==> src/rtl/break_select_engine.sv <==
// break_select_engine: WalkSAT break-value counter and greedy/noise flip selector; ZERO_BREAK_FREEBIE_EN makes zero-break greedy picks override noise
module break_select_engine #(
  parameter int NSAT = 3,
  parameter int NSAT_BITS = 2,
  parameter int MC = 20,
  parameter int MCB = 5,
  parameter logic [31:0] P = 32'h6E147AE0
)(
  input  logic                 clk,
  input  logic                 reset,
  input  logic                 start_i,
  input  logic [NSAT-1:0]      candidate_valid_i,
  input  logic                 row_valid_i,
  output logic                 row_ready_o,
  input  logic [MC-1:0]        clause_broken_i,
  input  logic [MC-1:0]        mask_bits_i,
  input  logic [31:0]          random_i,
  output logic                 busy_o,
  output logic                 done_o,
  output logic [NSAT_BITS-1:0] select_o,
  output logic [MCB-1:0]       break_value_o,
  output logic [MC-1:0]        clause_broken_bits_o
);
  typedef enum logic [1:0] {IDLE, COLLECT, SELECT} state_t;
  state_t state, state_n;
  logic [NSAT_BITS-1:0] cnt, ridx, lidx, gidx, pick;
  logic [NSAT-1:0] vld;
  logic [MC-1:0] bits [NSAT];
  logic [MCB-1:0] bv [NSAT];
  logic [MCB-1:0] gbv;
  logic beat, last, gfound, noise, use_rnd;
  function automatic logic [MCB-1:0] sat_pop(input logic [MC-1:0] b);
    int c;
    c = 0;
    for (int i = 0; i < MC; i++) c += int'(b[i]);
    return c >= (1 << MCB) - 1 ? '1 : MCB'(c);
  endfunction
  assign row_ready_o = state == COLLECT;
  assign busy_o = state != IDLE;
  assign beat = row_valid_i && row_ready_o;
  assign last = cnt == NSAT_BITS'(NSAT - 1);
  always_comb begin
    state_n = state == IDLE ? (start_i ? COLLECT : IDLE) :
              state == COLLECT ? (beat && last ? SELECT : COLLECT) : IDLE;
  end
  always_ff @(posedge clk) begin
    if (reset) state <= IDLE;
    else state <= state_n;
  end
  always_comb begin
    ridx = NSAT_BITS'((32'(random_i[15:0]) * 32'(NSAT)) >> 16);
    lidx = '0;
    for (int k = NSAT - 1; k >= 0; k--) if (vld[k]) lidx = NSAT_BITS'(k);
    gfound = 1'b0;
    gidx = '0;
    gbv = '1;
    for (int k = 0; k < NSAT; k++)
      if (vld[k] && (!gfound || bv[k] < gbv)) begin
        gfound = 1'b1;
        gidx = NSAT_BITS'(k);
        gbv = bv[k];
      end
    noise = random_i[31:16] < P[31:16];
`ifdef ZERO_BREAK_FREEBIE_EN
    use_rnd = noise && !(gfound && gbv == '0);
`else
    use_rnd = noise;
`endif
    pick = use_rnd ? (vld[ridx] ? ridx : lidx) : gidx;
  end
  always_ff @(posedge clk) begin
    if (reset) begin
      cnt <= '0;
      vld <= '0;
      done_o <= 1'b0;
      select_o <= '0;
      break_value_o <= '0;
      clause_broken_bits_o <= '0;
      for (int k = 0; k < NSAT; k++) begin
        bits[k] <= '0;
        bv[k] <= '0;
      end
    end else begin
      done_o <= state == SELECT;
      if (state == IDLE && start_i) begin
        vld <= candidate_valid_i;
        cnt <= '0;
      end
      if (beat) begin
        bits[cnt] <= clause_broken_i & mask_bits_i;
        bv[cnt] <= sat_pop(clause_broken_i & mask_bits_i);
        cnt <= cnt + NSAT_BITS'(1);
      end
      if (state == SELECT) begin
        select_o <= pick;
        break_value_o <= gfound ? bv[pick] : '1;
        clause_broken_bits_o <= gfound ? bits[pick] : '0;
      end
    end
  end
endmodule

==> config.mk <==
export PLATFORM = sky130hd
export DESIGN_NAME = break_select_engine
export DESIGN_NICKNAME = d
export VERILOG_FILES = /design/src/rtl/break_select_engine.sv
export SDC_FILE = /design/constraint.sdc
export NUM_CORES = 1
export LEC_CHECK = 0
export CORE_MARGIN = 2
export CORE_UTILIZATION = 30
export DETAILED_ROUTE_END_ITERATION = 8
export DONT_BUFFER_PORTS = 1
export PLACE_DENSITY = 0.56
export SYNTH_ARGS = -nofsm -noshare
export SYNTH_HDL_FRONTEND = slang
export SYNTH_SLANG_ARGS = --single-unit
==> constraint.sdc <==
create_clock -name clk -period 10.6 [get_ports clk]
set_input_delay 1.06 -clock clk [delete_from_list [all_inputs] [get_ports clk]]
set_output_delay 1.06 -clock clk [all_outputs]
set_load 0.1 [all_outputs]
# == Word-level counts from Yosys, hierarchy flattened ==
# Memories as Yosys holds them, arrays and structs flattened.
# Cells that the tools add are included.
# classes
n_addsub,20
mul,1
order_cmp,5
n_eq_ne,3
mux,34
n_bitwise,1
n_reduce_logical,14
# op_table
cell,count
20-bit 2-to-1 mux,2
2-bit 2-to-1 mux,13
5-bit 2-to-1 mux,5
19-bit by 1-bit adder with 20-bit output,1
20-bit bitwise AND,1
20-bit by 5-bit >= comparator with 1-bit output (second input constant),1
20-bit OR reduction,1
18-bit by 1-bit adder with 19-bit output,1
17-bit by 1-bit adder with 18-bit output,1
16-bit by 2-bit multiplier with 18-bit output (second input constant),1
16-bit by 1-bit adder with 17-bit output,1
15-bit by 1-bit adder with 16-bit output,1
16-bit by 15-bit less-than comparator with 1-bit output (second input constant),1
14-bit by 1-bit adder with 15-bit output,1
13-bit by 1-bit adder with 14-bit output,1
12-bit by 1-bit adder with 13-bit output,1
1-bit 2-to-1 mux,13
11-bit by 1-bit adder with 12-bit output,1
10-bit by 1-bit adder with 11-bit output,1
9-bit by 1-bit adder with 10-bit output,1
5-bit less-than comparator,2
8-bit by 1-bit adder with 9-bit output,1
7-bit by 1-bit adder with 8-bit output,1
6-bit by 1-bit adder with 7-bit output,1
16 further kinds,24
# word_totals
register_bits,35
mem_bits_rw,75
input_bits,79
elab_cells,87
memories,2
# memory_table
memory,depth,word_bits,read_ports,rd_ports_with_merged_regs,wr,line,source
bits,3,20,1,0,3,28,logic [MC-1:0] bits [NSAT];
bv,3,5,4,0,3,29,logic [MCB-1:0] bv [NSAT];

# == Logic depth before layout (Yosys ltp) ==
# depth
word_depth,23
mapped_depth,19

# == Least setup slack after synthesis ==
# No wires, ideal clock.
# synth_timing
path_kind,in2reg
startpoint,input clause_broken_i[3]
endpoint,memory bv[2][4] (data pin)
setup_ps,261
arrival_ps,4908
slack_ps,5431
stages,14
n_path_buf,0
cell_sequence,nand2_1 inv_1 fa_1 inv_1 fa_1 fa_1 fa_1 fa_1 inv_1 ha_1 fa_1 a21o_1 a21oi_1 nor2_1
# synth_lines
element,line,source
"start, declared",15,"input logic [MC-1:0] clause_broken_i,"
"end, declared",29,

==> reports/metrics.cfg <==
[final_layout]
drive_gt1_share_pct = 5.115
area_growth_pct = 10.58
fin_cells = 827
final_nets = 689
fillers = 1892
antennaDiodeCount = 0
design_area_um2 = 6407

[critical_path]
crit_path_max_fanout = 4
cp.required_ps = 10690
worstSetupEndpointType = flop
rrSetupSlack_ps = 5630
r2r-start = vld[0]
crit_arrival_ps = 5220
timing.rr.end = break_value_o[1]
worstSetupStartpointType = primary input
worstSetupPathType = in2reg
r2r_cells = 15

[placement]
io_buffer_count = 0
hpwl_mm = 9.556
dpl-instance-area_um2 = 6107
dpl.cell_count = 811
place_congestion = 0.8100

[floorplan]
ios = 109
die_y_um = 143.0
rows = 50
dieArea_um2 = 20440
die_w_um = 143.0
core_um2 = 18830
start_util_pct = 30.77

[clocking]
cts_setup_buffers = 0
root_buffer = clkbuf_16
post_cts_resize_count = 0
cts_tree = done
clkTransAtPathRegs_ps = 70
cts.path.max_buffers = 2
htree_levels = 3
cts_made_buffers = 9
cts_sinks = 110
clkLatencyLatePin_ps = 360
postCtsHoldBufs = 0

[detailed_routing]
route.detailed.drc = 0
via_count = 4236
viasPerCell = 5.122
routedWlPerCell_um = 17.35
routed_wirelength_mm = 14.35
drt_first_pass_iters = 4
drt-initial-drc-count = 217
ant_nets = 0

[timing]
slew_headroom_pct = 23.85
worstMarginPinSlew_ps = 1139
finalSetupTns_ps = 0
period_share_pct = 48.35
period_minus_slack_ps = 5125
rsz0062_at_grt = no
setup-violations-final = 0
max_clock_freq_mhz = 195.1
fin_skew_ps = 7.981
hold_viol_final = 0
drv_slew = 0

[synthesis]
syn_area_um2 = 5794
synth_edf_count = 75
postSynth.asyncResetShare_pct = 0
synthFlopType = edfxtp_1
synthDistinctLibCells = 52
ys_ff_latch = 110
synth_most_common_cell = nor2_1
postSynthCellCount = 564
ys_top_cells_by_area = edfxtp_1 (39%), dfxtp_1 (12%), ha_1 (7.3%)
syn_nets = 691
yosysTopAreaCell = edfxtp_1
synth_top_area_share_pct = 38.87
syn_avg_cell_area_um2 = 10.27
yosysWarnings = 0
ys_seq_area_share_pct = 50.96
yosys-top-cells-count = nor2_1 (92), edfxtp_1 (75), nand2_1 (49), inv_1 (40), a21oi_1 (36)

[pwr]
p_total_w = 0.001014
power.leakage_nw = 2.470
ir_drop_v = 0.00009362
power_density_nw_per_um2 = 158.3

[min_path]
worstHoldStart = bits[2][14]
hold-path-cell-count = 2
hold_end = clause_broken_bits_o[14]
hold_path.class = reg2reg

[grt]
grt_pass1_wl_mm = 22.27
grt_pass1_vias = 4137
antenna_found_initial = 0
grt_usage_pct = 14.37
gr-total-overflow = 0
grt_max_degree = 28

[status]
status = completed

[run]
maxCapViolCount = 0

cells in the final DEF (no fill, tap or decap), types with 14 or more instances in the layout:
cell type	count
o21ai_0	26
a22oi_1	23
edfxtp_1	75
inv_1	40
a21oi_1	36
a21boi_0	22
nand2_1	49
ha_1	34
dfxtp_1	35
nor2_1	92
fa_1	14
layout make-up:
| type | count | area, um2 | area share, % |
|---|---|---|---|
| sequential | 110 | 2953 | 46.08 |
| inverter | 40 | 150.1 | 2.343 |
| multi-input combinational | 391 | 2604 | 40.64 |
| timing repair buffer | 10 | 75.07 | 1.172 |
| tap | 260 | 325.3 | 5.077 |
| clock inverter | 4 | 53.80 | 0.8397 |
| clock buffer | 12 | 246.5 | 3.847 |
flip-flops by register name, summed over array words and instances (netlist names):
signal / flops
bits: 60
break_value_o: 5
bv: 15
clause_broken_bits_o: 20
cnt: 2
done_o: 1
select_o: 2
state: 2
vld: 3
layer usage:
layer / vias to the layer above / wire (um) / global-route usage [%] / share of wire (%)
met3: 13 / 985 / 3.722 / 6.9
met4: 0 / 130 / 3.335 / 0.91
met2: 134 / 6855 / 23.65 / 48
met5: - / 0 / 0 / 0
li1: 2017 / - / - / -
met1: 2072 / 6375 / 19.01 / 44
stage by stage:
| step | hold WS (ps) | utilization, % | worst slack [ps] |
|---|---|---|---|
| finish | 546.7 | 34.03 | 5475 |
| CTS | 552.4 | 34.03 | 5446 |
| detailed placement | 536.0 | 32.43 | 5077 |
| global route | 562.6 | 34.03 | 5011 |
| floorplan | 480.8 | - | 5431 |
| global placement | 516.2 | 32.43 | 5126 |
worst max path at each step:
| stage | start | to | slack [ps] | cells past startpoint |
|---|---|---|---|---|
| detailed placement | clause_broken_i[3] | bv[1][4] | 5080 | 14 |
| global route | vld[0] | break_value_o[1] | 5010 | 15 |
| floorplan | clause_broken_i[3] | bv[2][4] | 5430 | 14 |
| CTS | clause_broken_i[3] | bv[1][4] | 5450 | 14 |
| global placement | clause_broken_i[3] | bv[0][4] | 5130 | 14 |
| finish | clause_broken_i[3] | bv[1][4] | 5480 | 14 |
critical path, cell delays in order:
cell     delay, ps
nand2_1        130
inv_1           80
fa_1           550
inv_1           60
fa_1           510
fa_1           520
fa_1           540
fa_1           550
inv_1           40
ha_1           220
fa_1           400
a21o_1         190
a21oi_1        280
nor2_1          80
kinds of logic (layout without fill, tap and decap cells):
| logic type | count (synthesis) | in the layout | share of synthesized area [%] |
|---|---|---|---|
| compound gates | 148 | 148 | 17.08 |
| xor+xnor | 2 | 2 | 0.3024 |
| fa+ha+maj | 48 | 48 | 12.18 |
| buf+inv | 63 | 66 | 4.146 |
| flops | 110 | 110 | 50.96 |
| mux | 9 | 9 | 1.555 |
| simple gates | 184 | 184 | 13.78 |
power by group:
part | total, W | internal (W) | switching [W]
clock | 0.000344 | 0.000191 | 0.000153
sequential | 0.000480 | 0.000472 | 0.00000802
combinational | 0.000190 | 0.0000687 | 0.000122
total | 0.00101 | 0.000732 | 0.000283
(Power assumes the default switching activity.)
